## config.mk

```make
export PLATFORM = sky130hd
export DESIGN_NAME = dcache_control
export DESIGN_NICKNAME = d
export VERILOG_FILES = /design/src/rtl/dcache_control.sv
export SDC_FILE = /design/constraint.sdc
export NUM_CORES = 1
export LEC_CHECK = 0
export CAP_MARGIN = 20
export CORE_AREA = 2 2 117 119
export CTS_BUF_LIST = sky130_fd_sc_hd__clkbuf_4 sky130_fd_sc_hd__clkbuf_8
export CTS_CLUSTER_SIZE = 20
export DETAILED_ROUTE_END_ITERATION = 6
export DIE_AREA = 0 0 119 121
export PLACE_DENSITY = 0.72
export REMOVE_ABC_BUFFERS = 1
export SLEW_MARGIN = 20
export SYNTH_ARGS = -nofsm -noshare
export SYNTH_HDL_FRONTEND = slang
export SYNTH_SLANG_ARGS = --single-unit
```

## constraint.sdc

```tcl
create_clock -name clk -period 7.4 [get_ports clk]
set_input_delay 1.48 -clock clk [delete_from_list [all_inputs] [get_ports clk]]
set_output_delay 1.48 -clock clk [all_outputs]
set_load 0.02 [all_outputs]
```

## src/rtl/dcache_control.sv

```systemverilog
// Purpose: control FSM for the set-associative data cache (hit service, dirty writeback, line fill) with perf counters.
// Latency: hits complete in the request cycle; misses take pmem cycles + 1 (clean) or two pmem phases + 1 (dirty).
// Backpressure: CPU request is held until mem_resp; each pmem strobe is held until pmem_resp.
module dcache_control #(
    parameter int num_ways  = 2,
    parameter int cnt_width = 32,
    localparam int way_w    = (num_ways > 1) ? $clog2(num_ways) : 1
) (
    input  logic                 clk,
    input  logic                 rst,
    input  logic                 mem_read,
    input  logic                 mem_write,
    output logic                 mem_resp,
    input  logic                 hit,
    input  logic [way_w-1:0]     hit_way,
    input  logic [way_w-1:0]     lru_way,
    input  logic                 victim_dirty,
    output logic                 pmem_read,
    output logic                 pmem_write,
    input  logic                 pmem_resp,
    output logic [way_w-1:0]     way_sel,
    output logic                 load_data,
    output logic                 data_src,
    output logic                 load_tag,
    output logic                 load_valid,
    output logic                 load_dirty,
    output logic                 dirty_in,
    output logic                 load_lru,
    output logic                 pmem_addr_sel,
    output logic [cnt_width-1:0] hit_count,
    output logic [cnt_width-1:0] miss_count,
    output logic [cnt_width-1:0] wb_count
);

    typedef enum logic [1:0] {
        IDLE      = 2'd0,
        WRITEBACK = 2'd1,
        FILL      = 2'd2
    } state_t;

    state_t               state_q, state_d;
    logic [way_w-1:0]     victim_q, victim_d;
    logic [cnt_width-1:0] hit_count_q, hit_count_d;
    logic [cnt_width-1:0] miss_count_q, miss_count_d;
    logic [cnt_width-1:0] wb_count_q, wb_count_d;

    logic req;
    logic is_write;
    logic hit_inc;
    logic miss_inc;
    logic wb_inc;

    // A simultaneous read+write is serviced as a write.
    assign req      = mem_read | mem_write;
    assign is_write = mem_write;

    // State, victim and counter registers; reset clears everything immediately.
    always_ff @(posedge clk or posedge rst) begin
        if (rst) begin
            state_q      <= IDLE;
            victim_q     <= '0;
            hit_count_q  <= '0;
            miss_count_q <= '0;
            wb_count_q   <= '0;
        end else begin
            state_q      <= state_d;
            victim_q     <= victim_d;
            hit_count_q  <= hit_count_d;
            miss_count_q <= miss_count_d;
            wb_count_q   <= wb_count_d;
        end
    end

    // Next-state and array/pmem control; strobes are suppressed while reset is held.
    always_comb begin
        state_d       = state_q;
        victim_d      = victim_q;
        mem_resp      = 1'b0;
        pmem_read     = 1'b0;
        pmem_write    = 1'b0;
        way_sel       = hit_way;
        load_data     = 1'b0;
        data_src      = 1'b0;
        load_tag      = 1'b0;
        load_valid    = 1'b0;
        load_dirty    = 1'b0;
        dirty_in      = 1'b0;
        load_lru      = 1'b0;
        pmem_addr_sel = 1'b0;
        hit_inc       = 1'b0;
        miss_inc      = 1'b0;
        wb_inc        = 1'b0;

        if (!rst) begin
            unique case (state_q)
                IDLE: begin
                    if (req && hit) begin
                        mem_resp = 1'b1;
                        way_sel  = hit_way;
                        load_lru = 1'b1;
                        hit_inc  = 1'b1;
                        if (is_write) begin
                            load_data  = 1'b1;
                            data_src   = 1'b0;
                            load_dirty = 1'b1;
                            dirty_in   = 1'b1;
                        end
                    end else if (req) begin
                        // Point the arrays at the LRU way so the datapath reports its dirtiness.
                        way_sel  = lru_way;
                        victim_d = lru_way;
                        miss_inc = 1'b1;
                        state_d  = victim_dirty ? WRITEBACK : FILL;
                    end
                end
                WRITEBACK: begin
                    way_sel       = victim_q;
                    pmem_write    = 1'b1;
                    pmem_addr_sel = 1'b1;
                    if (pmem_resp) begin
                        wb_inc  = 1'b1;
                        state_d = FILL;
                    end
                end
                FILL: begin
                    way_sel   = victim_q;
                    pmem_read = 1'b1;
                    if (pmem_resp) begin
                        load_data  = 1'b1;
                        data_src   = 1'b1;
                        load_tag   = 1'b1;
                        load_valid = 1'b1;
                        load_dirty = 1'b1;
                        dirty_in   = 1'b0;
                        state_d    = IDLE;
                    end
                end
                default: begin
                    state_d = IDLE;
                end
            endcase
        end
    end

    // Saturating performance counters: hold at all-ones instead of wrapping.
    always_comb begin
        hit_count_d  = hit_count_q;
        miss_count_d = miss_count_q;
        wb_count_d   = wb_count_q;
        if (hit_inc && (hit_count_q != '1)) begin
            hit_count_d = hit_count_q + 1'b1;
        end
        if (miss_inc && (miss_count_q != '1)) begin
            miss_count_d = miss_count_q + 1'b1;
        end
        if (wb_inc && (wb_count_q != '1)) begin
            wb_count_d = wb_count_q + 1'b1;
        end
    end

    assign hit_count  = hit_count_q;
    assign miss_count = miss_count_q;
    assign wb_count   = wb_count_q;

endmodule

```

* Word-level counts from Yosys, hierarchy flattened *
Index checks and enable logic that the tools add are counted.

storage, ports and cells
  output and inout bits = 108
  word-level logic and storage cells = 60
  bits in latches = 0
  bits in read-only memories = 0
  bits in writable memories = 0
  input port bits = 9
  register bits after elaboration = 99
  memories kept = 0

cells by class
  multiply operators = 0
  $add $sub $neg = 3
  bitwise logic cells = 3
  order comparisons = 0
  equal/unequal tests = 9
  muxes and demuxes = 32
  reductions and logical operators = 8
  divide/modulo/power cells = 0
  shift operators = 0

operator list
  cell                   count
  $add 32x1->32 const B  3
  $ne 32x32->1 const B   3
  $mux 1                 24
  $mux 2                 5
  $ne 2x2->1 const B     4
  $pmux 2 s3             1
  $reduce_and 5->1       1
  $logic_and 1x1->1      4
  $pmux 1 s2             2
  $reduce_and 4->1       1
  $eq 2x1->1 const B     1
  $eq 2x2->1 const B     1
  $logic_not 2->1        1
  $not 1->1              2
  $reduce_or 2->1        1
  $or 1x1->1             1

* Logic depth before layout (Yosys ltp) *
Gate-level depths: netlist of run 1.

  word-level depth = 6
  depth in mapped cells = 9
  gate-level depth less buffers = 8

* Worst setup path after synthesis of run 1 *
OpenSTA, ideal clock, no wires.

  kind = input to output
  from = input port rst
  to = output port load_dirty
  stages = 4
  buffers on the path = 1
  data required time = 5.920 ns
  arrival time = 2.543 ns
  setup slack = 3.377 ns
  cells stage by stage = nor2b_1 -> and2_1 -> or2_2 -> buf_4

on the way
  word-level cells in the longest chain between the ends = 1

RTL lines
  element          RTL line  text
  start, declared  10        input logic rst,
  $mux 1           n/a
  end, declared    26        output logic load_dirty,

Every way passes these cells.

* Final worst setup path of run 1 *
  from = input port rst
  to = output port load_lru

on the way
  word-level cells in the longest chain between the ends = 1

RTL lines
  element        RTL line  text
  $mux 1         94        if (!rst) begin
  end, declared  28        output logic load_lru,

Every way passes these cells.

==> flow_summary.ini, run 1 <==
[run_status]
status = finished clean

[drt]
postRouteAntennaNets = 0
wl_per_cell_um = 15.7
drcViolationCount = 0
via_per_inst = 5.34
routed_wl_um = 12400
drtIter0Drc = 302
vias = 4217
dr.pass1.iters = 4

[global_routing]
grt_pass1_wl_um = 20400
grt_usage_pct = 17.6
grt_max_degree = 58
grt-ovfl-total = 0
first_global_vias = 4046
antenna_found_initial = 0

[sta]
clock_skew_ns = 0.0152
worst_slew_pin_slew_ns = 0.943
hold_slack_ns = 0.496
setup_violations = 0
rsz0062_at_grt = no
relSlewSlack_pct = 37.0
max_freq_ghz = 0.191
hold_violations = 0
fin_crit_ns = 5.24
timing.final.crit_share_pct = 70.8
report.final.slew_viol_count = 0
setup_tns_ns = 0

[floorplanning]
die_w_um = 119
rows = 42
initial_core_util_pct = 39.3
dieArea_mm2 = 0.0144
ios = 117
core_mm2 = 0.0131
dieHeight_um = 121

[pwr]
clkPwrFrac_pct = 28.2
swShare_pct = 32.2
combPwrFrac_pct = 22.9
vdd_drop_max_mv = 0.0920
power.total_uw = 1290
p_sw_uw = 417
pwr_density_cell_mw_per_mm2 = 194
power.leakage_uw = 0.00296
internal_power_uw = 877
seqPwrFrac_pct = 48.8

[worst_setup_path]
cp_top_family = buffers and inverters
cp_max_fo = 9
end_kind = output pin
cp.required_ns = 5.92
cp_slowest_stage_delay_ns = 0.71
crit_buf_inv = 3
critPathArrivalTime_ns = 3.76
crit_path_start_kind = input port
path_class = input port to output pin
crit_slowest_cell = clkdlybuf4s50_1
worstPathCellList = clkdlybuf4s50_1 -> nand3b_4 -> or2_0 -> inv_1 -> clkdlybuf4s50_1
crit_top_cell = clkdlybuf4s50_1

[synth]
synth_top_family_by_area = simple AND/OR/NAND/NOR gates
yosysWarnings = 0
yosys.area_share.simple_pct = 28.0
muxShareOfSynthArea_pct = 0.657
synthDistinctLibCells = 47
synth_seq_cells = 99
seq_area_frac_synth_pct = 48.2
synth_edf_count = 0
synthCells = 493
synthArstFlopShare_pct = 100
ys.flop_type = dfrtp_1
syn_area_mm2 = 0.00514
synth_compound_gate_area_share_pct = 3.31
synthXorXnorAreaFrac_pct = 15.5
synthAdderAreaFrac_pct = 1.70
synth.avg_cell_area_um2 = 10.4

[clocking]
ctsResizeCount = 0
tritoncts = done
clock_latency_ns = 0.38
cts_made_buffers = 9
cts_buffer_depth = 2
clk_pin_slew_ns = 0.09
cts_sinks = 99
h-tree-depth = 3
root_buffer = clkbuf_8
holdBufCountCts = 0
postCtsSetupRepairBufs = 0

[placed_design]
hpwlAfterDp_um = 8990
gp_congestion = 0.855
placed_cell_area_mm2 = 0.00645
io_buffers = 116

[final_layout]
layout-drive-gt1-share_pct = 6.69
design_area_mm2 = 0.00667
area_growth_pct = 29.7
post-route-util_pct = 50.9
layout_commonest_cell = clkdlybuf4s50_1
num_antenna_cells = 0
layout_common_cells = clkdlybuf4s50_1, dfrtp_1, xor2_1
fin_nets = 624

[worst_hold_path]
min_path_type = flip-flop to flip-flop

[job]
maxCapViolations = 0
-- state kept, by name, indices dropped and copies added, names as in the netlist --
name and flops:
hit_count 32, miss_count 32, wb_count 32, victim_q 1, state_q 2
-- area by class of cell --
type / count / area (um^2)
Clock buffer: 10 / 131
Clock inverter: 6 / 73.8
Fill cell: 1172 / 6420
Inverter: 12 / 47.5
Multi-Input combinational cell: 367 / 2530
Sequential cell: 99 / 2480
Tap cell: 176 / 220
Timing Repair Buffer: 119 / 1190
-- layer usage --
layer,up-vias,share of wire (%),GRT usage (%)
li1,1967,-,-
met4,0,2.2,7.51
met2,169,48,28.3
met1,2059,44,23.5
met3,22,5.8,3.15
met5,-,0,0
-- cells by family after synthesis --
kind of cell / after synthesis
adders and majority gates: 7
buffers and inverters: 27
and+or+nand+nor: 249
muxes: 3
DFF: 99
xor gates and xnor gates: 91
AOI/OAI and AO/OA: 17
-- power groups by stage --
stage	registers (uW)	clock network, uW	logic (uW)
floorplan	669	0	130
global placement	640	0	293
detailed placement	643	0	298
CTS	632	378	299
global route	640	400	319
finish	632	366	297
-- path summary, 6_finish.rpt --
path / start / endpoint / slack (ns) / depth (start not counted)
min: wb_count[26]$_DFFE_PP0P_ / wb_count[26]$_DFFE_PP0P_ / 0.50 / 1
min in group asynchronous: rst / state_q[0]$_DFFE_PP0P_ / 1.75 / 2
max: rst / load_lru / 2.16 / 5
min reg2reg: wb_count[26]$_DFFE_PP0P_ / wb_count[26]$_DFFE_PP0P_ / 0.50 / 1
max in group asynchronous: rst / miss_count[16]$_DFFE_PP0P_ / 4.50 / 3
max reg2reg: wb_count[17]$_DFFE_PP0P_ / wb_count[1]$_DFFE_PP0P_ / 4.55 / 5
-- synth_stat cells (3+ instances only) --
cell type   n  area share (%)
nor4_4      3             1.2
nand4_1    37             4.5
dfrtp_1    99              48
nor2b_1     3            0.37
buf_2       4            0.39
and2_1      6            0.73
and4_1     11             1.9
nor4_1      8            0.97
nand2_1    40             2.9
nor3_2      3            0.58
inv_1      12            0.88
nor3_1     20             1.9
ha_1        7             1.7
xor2_1     49             8.4
o21ai_0     6            0.58
nand3_1    42             4.1
buf_4       7             1.0
nor2_1     39             2.8
and3_1     17             2.1
nor3b_1     3            0.44
clkbuf_1    3            0.22
xnor2_1    42             7.2
-- stage by stage --
stage               setup WS, ns  cells
floorplan                   3.19    478
global placement            2.25    772
detailed placement          2.20    772
CTS                         2.19    788
global route                2.04    789
finish                      2.16    789
Power figures use the tool's default switching activity.
==> run 2: changes to the inputs <==
--- a/config.mk
+++ b/config.mk
@@ -11,7 +11,7 @@
 export CTS_CLUSTER_SIZE = 20
 export DETAILED_ROUTE_END_ITERATION = 6
 export DIE_AREA = 0 0 119 121
-export PLACE_DENSITY = 0.72
+export PLACE_DENSITY = 0.74
 export REMOVE_ABC_BUFFERS = 1
 export SLEW_MARGIN = 20
 export SYNTH_ARGS = -nofsm -noshare
==> constraint.sdc (replaced) <==
create_clock -name clk -period 4.37 [get_ports clk]
set_input_delay 0.874 -clock clk [delete_from_list [all_inputs] [get_ports clk]]
set_output_delay 0.874 -clock clk [all_outputs]
set_load 0.02 [all_outputs]
==> flow_summary.ini, run 2 (synthesis gave the netlist of run 1 again) <==
[run_status]
status = finished clean

[worst_setup_path]
startpoint = rst
rrSetupSlack_ns = 1.97
cp.required_ns = 3.50
reg2reg_to = wb_count[21]$_DFFE_PP0P_
path_class = input port to output pin
regToRegStartpoint = state_q[1]$_DFFE_PP0P_
cp_max_fo = 9
r2r_cells = 6
critPathArrivalTime_ns = 2.93
crit_path_start_kind = input port
end_kind = output pin

[placed_design]
placed_cell_area_mm2 = 0.00648
hpwlAfterDp_um = 8860
io_buffers = 116
gp_congestion = 0.867
dp_cells = 775

[drt]
dr.pass1.iters = 4
postRouteAntennaNets = 0
drcViolationCount = 0
routed_wl_um = 12200
via_per_inst = 5.29
vias = 4187
drtIter0Drc = 267
wl_per_cell_um = 15.5

[clocking]
root_buffer = clkbuf_8
h-tree-depth = 3
cts_sinks = 99
holdBufCountCts = 0
clock_latency_ns = 0.39
cts_buffer_depth = 2
ctsResizeCount = 0
postCtsSetupRepairBufs = 0
tritoncts = done
clk_pin_slew_ns = 0.10
cts_made_buffers = 9

[global_routing]
antenna_found_initial = 0
grt-ovfl-total = 0
first_global_vias = 4078
grt_max_degree = 100
grt_usage_pct = 17.7
grt_pass1_wl_um = 20400

[sta]
max_freq_ghz = 0.263
hold_violations = 0
setup_violations = 0
setup_tns_ns = 0
relSlewSlack_pct = 50.7
clock_skew_ns = 0.00927
rsz0062_at_grt = no
report.final.slew_viol_count = 0
worst_slew_pin_slew_ns = 0.740
timing.final.crit_share_pct = 87.0
fin_crit_ns = 3.80

[final_layout]
layout_commonest_cell = clkdlybuf4s50_1
fin_nets = 626
layout_common_cells = clkdlybuf4s50_1, dfrtp_1, xor2_1
layout-drive-gt1-share_pct = 6.99
fin_cells = 791
area_growth_pct = 30.6
num_antenna_cells = 0
design_area_mm2 = 0.00671

[pwr]
clkPwrFrac_pct = 29.8
pwr_density_cell_mw_per_mm2 = 334
seqPwrFrac_pct = 47.6
p_sw_uw = 695
internal_power_uw = 1550
power.leakage_uw = 0.00299
swShare_pct = 31.0
combPwrFrac_pct = 22.5
vdd_drop_max_mv = 0.143

[floorplanning]
core_mm2 = 0.0131
initial_core_util_pct = 39.3
dieArea_mm2 = 0.0144
ios = 117
rows = 42
dieHeight_um = 121
die_w_um = 119

[job]
maxCapViolations = 0

[worst_hold_path]
min_path_type = flip-flop to flip-flop
holdPathEnd = wb_count[30]$_DFFE_PP0P_
hold_depth = 1
hold_start = wb_count[30]$_DFFE_PP0P_
-- run 2: power groups by stage --
stage	registers [uW]	logic, uW	clock network [uW]
after floorplan	1130	220	0
after global placement	1080	497	0
after detailed placement	1090	511	0
after CTS	1070	512	686
after global routing	1080	550	728
final	1070	505	669
-- run 2: critical path, cell delays in order --
cell	delay, ns
clkdlybuf4s50_1	0.58
nand3b_4	0.27
or2_0	0.21
buf_4	0.17
inv_1	0.18
clkdlybuf4s50_1	0.64
-- run 2: layer usage --
metal	vias to the layer above	wire, um	global-route usage (%)
li1	1981	-	-
met2	126	5840	28.1
met3	20	640	4.65
met4	0	236	7.22
met1	2060	5540	22.9
met5	-	0	0
-- run 2: final cells by class --
| type | count | area, um^2 |
|---|---|---|
| Clock buffer | 10 | 138 |
| Clock inverter | 6 | 88.8 |
| Fill cell | 1155 | 6370 |
| Inverter | 12 | 47.5 |
| Multi-Input combinational cell | 367 | 2530 |
| Sequential cell | 99 | 2480 |
| Tap cell | 176 | 220 |
| Timing Repair Buffer | 121 | 1210 |
-- run 2: how the worst max path moves through the flow --
stage	slack, ns	endpoint	cells past startpoint
final	0.57	load_lru	6
after global routing	0.49	load_lru	6
after CTS	0.60	mem_resp	6
after detailed placement	0.58	mem_resp	6
after global placement	0.64	load_lru	6
after floorplan	0.91	hit_count[0]$_DFFE_PP0P_	1
-- run 2: metrics by stage --
stage	power, uW	setup WS (ns)	util (%)	hold slack [ns]
floorplan	1350	0.906	-	0.446
global placement	1580	0.638	49.6	0.466
detailed placement	1600	0.580	49.6	0.480
CTS	2270	0.596	51.3	0.495
global route	2360	0.491	51.3	0.516
finish	2240	0.569	51.3	0.494
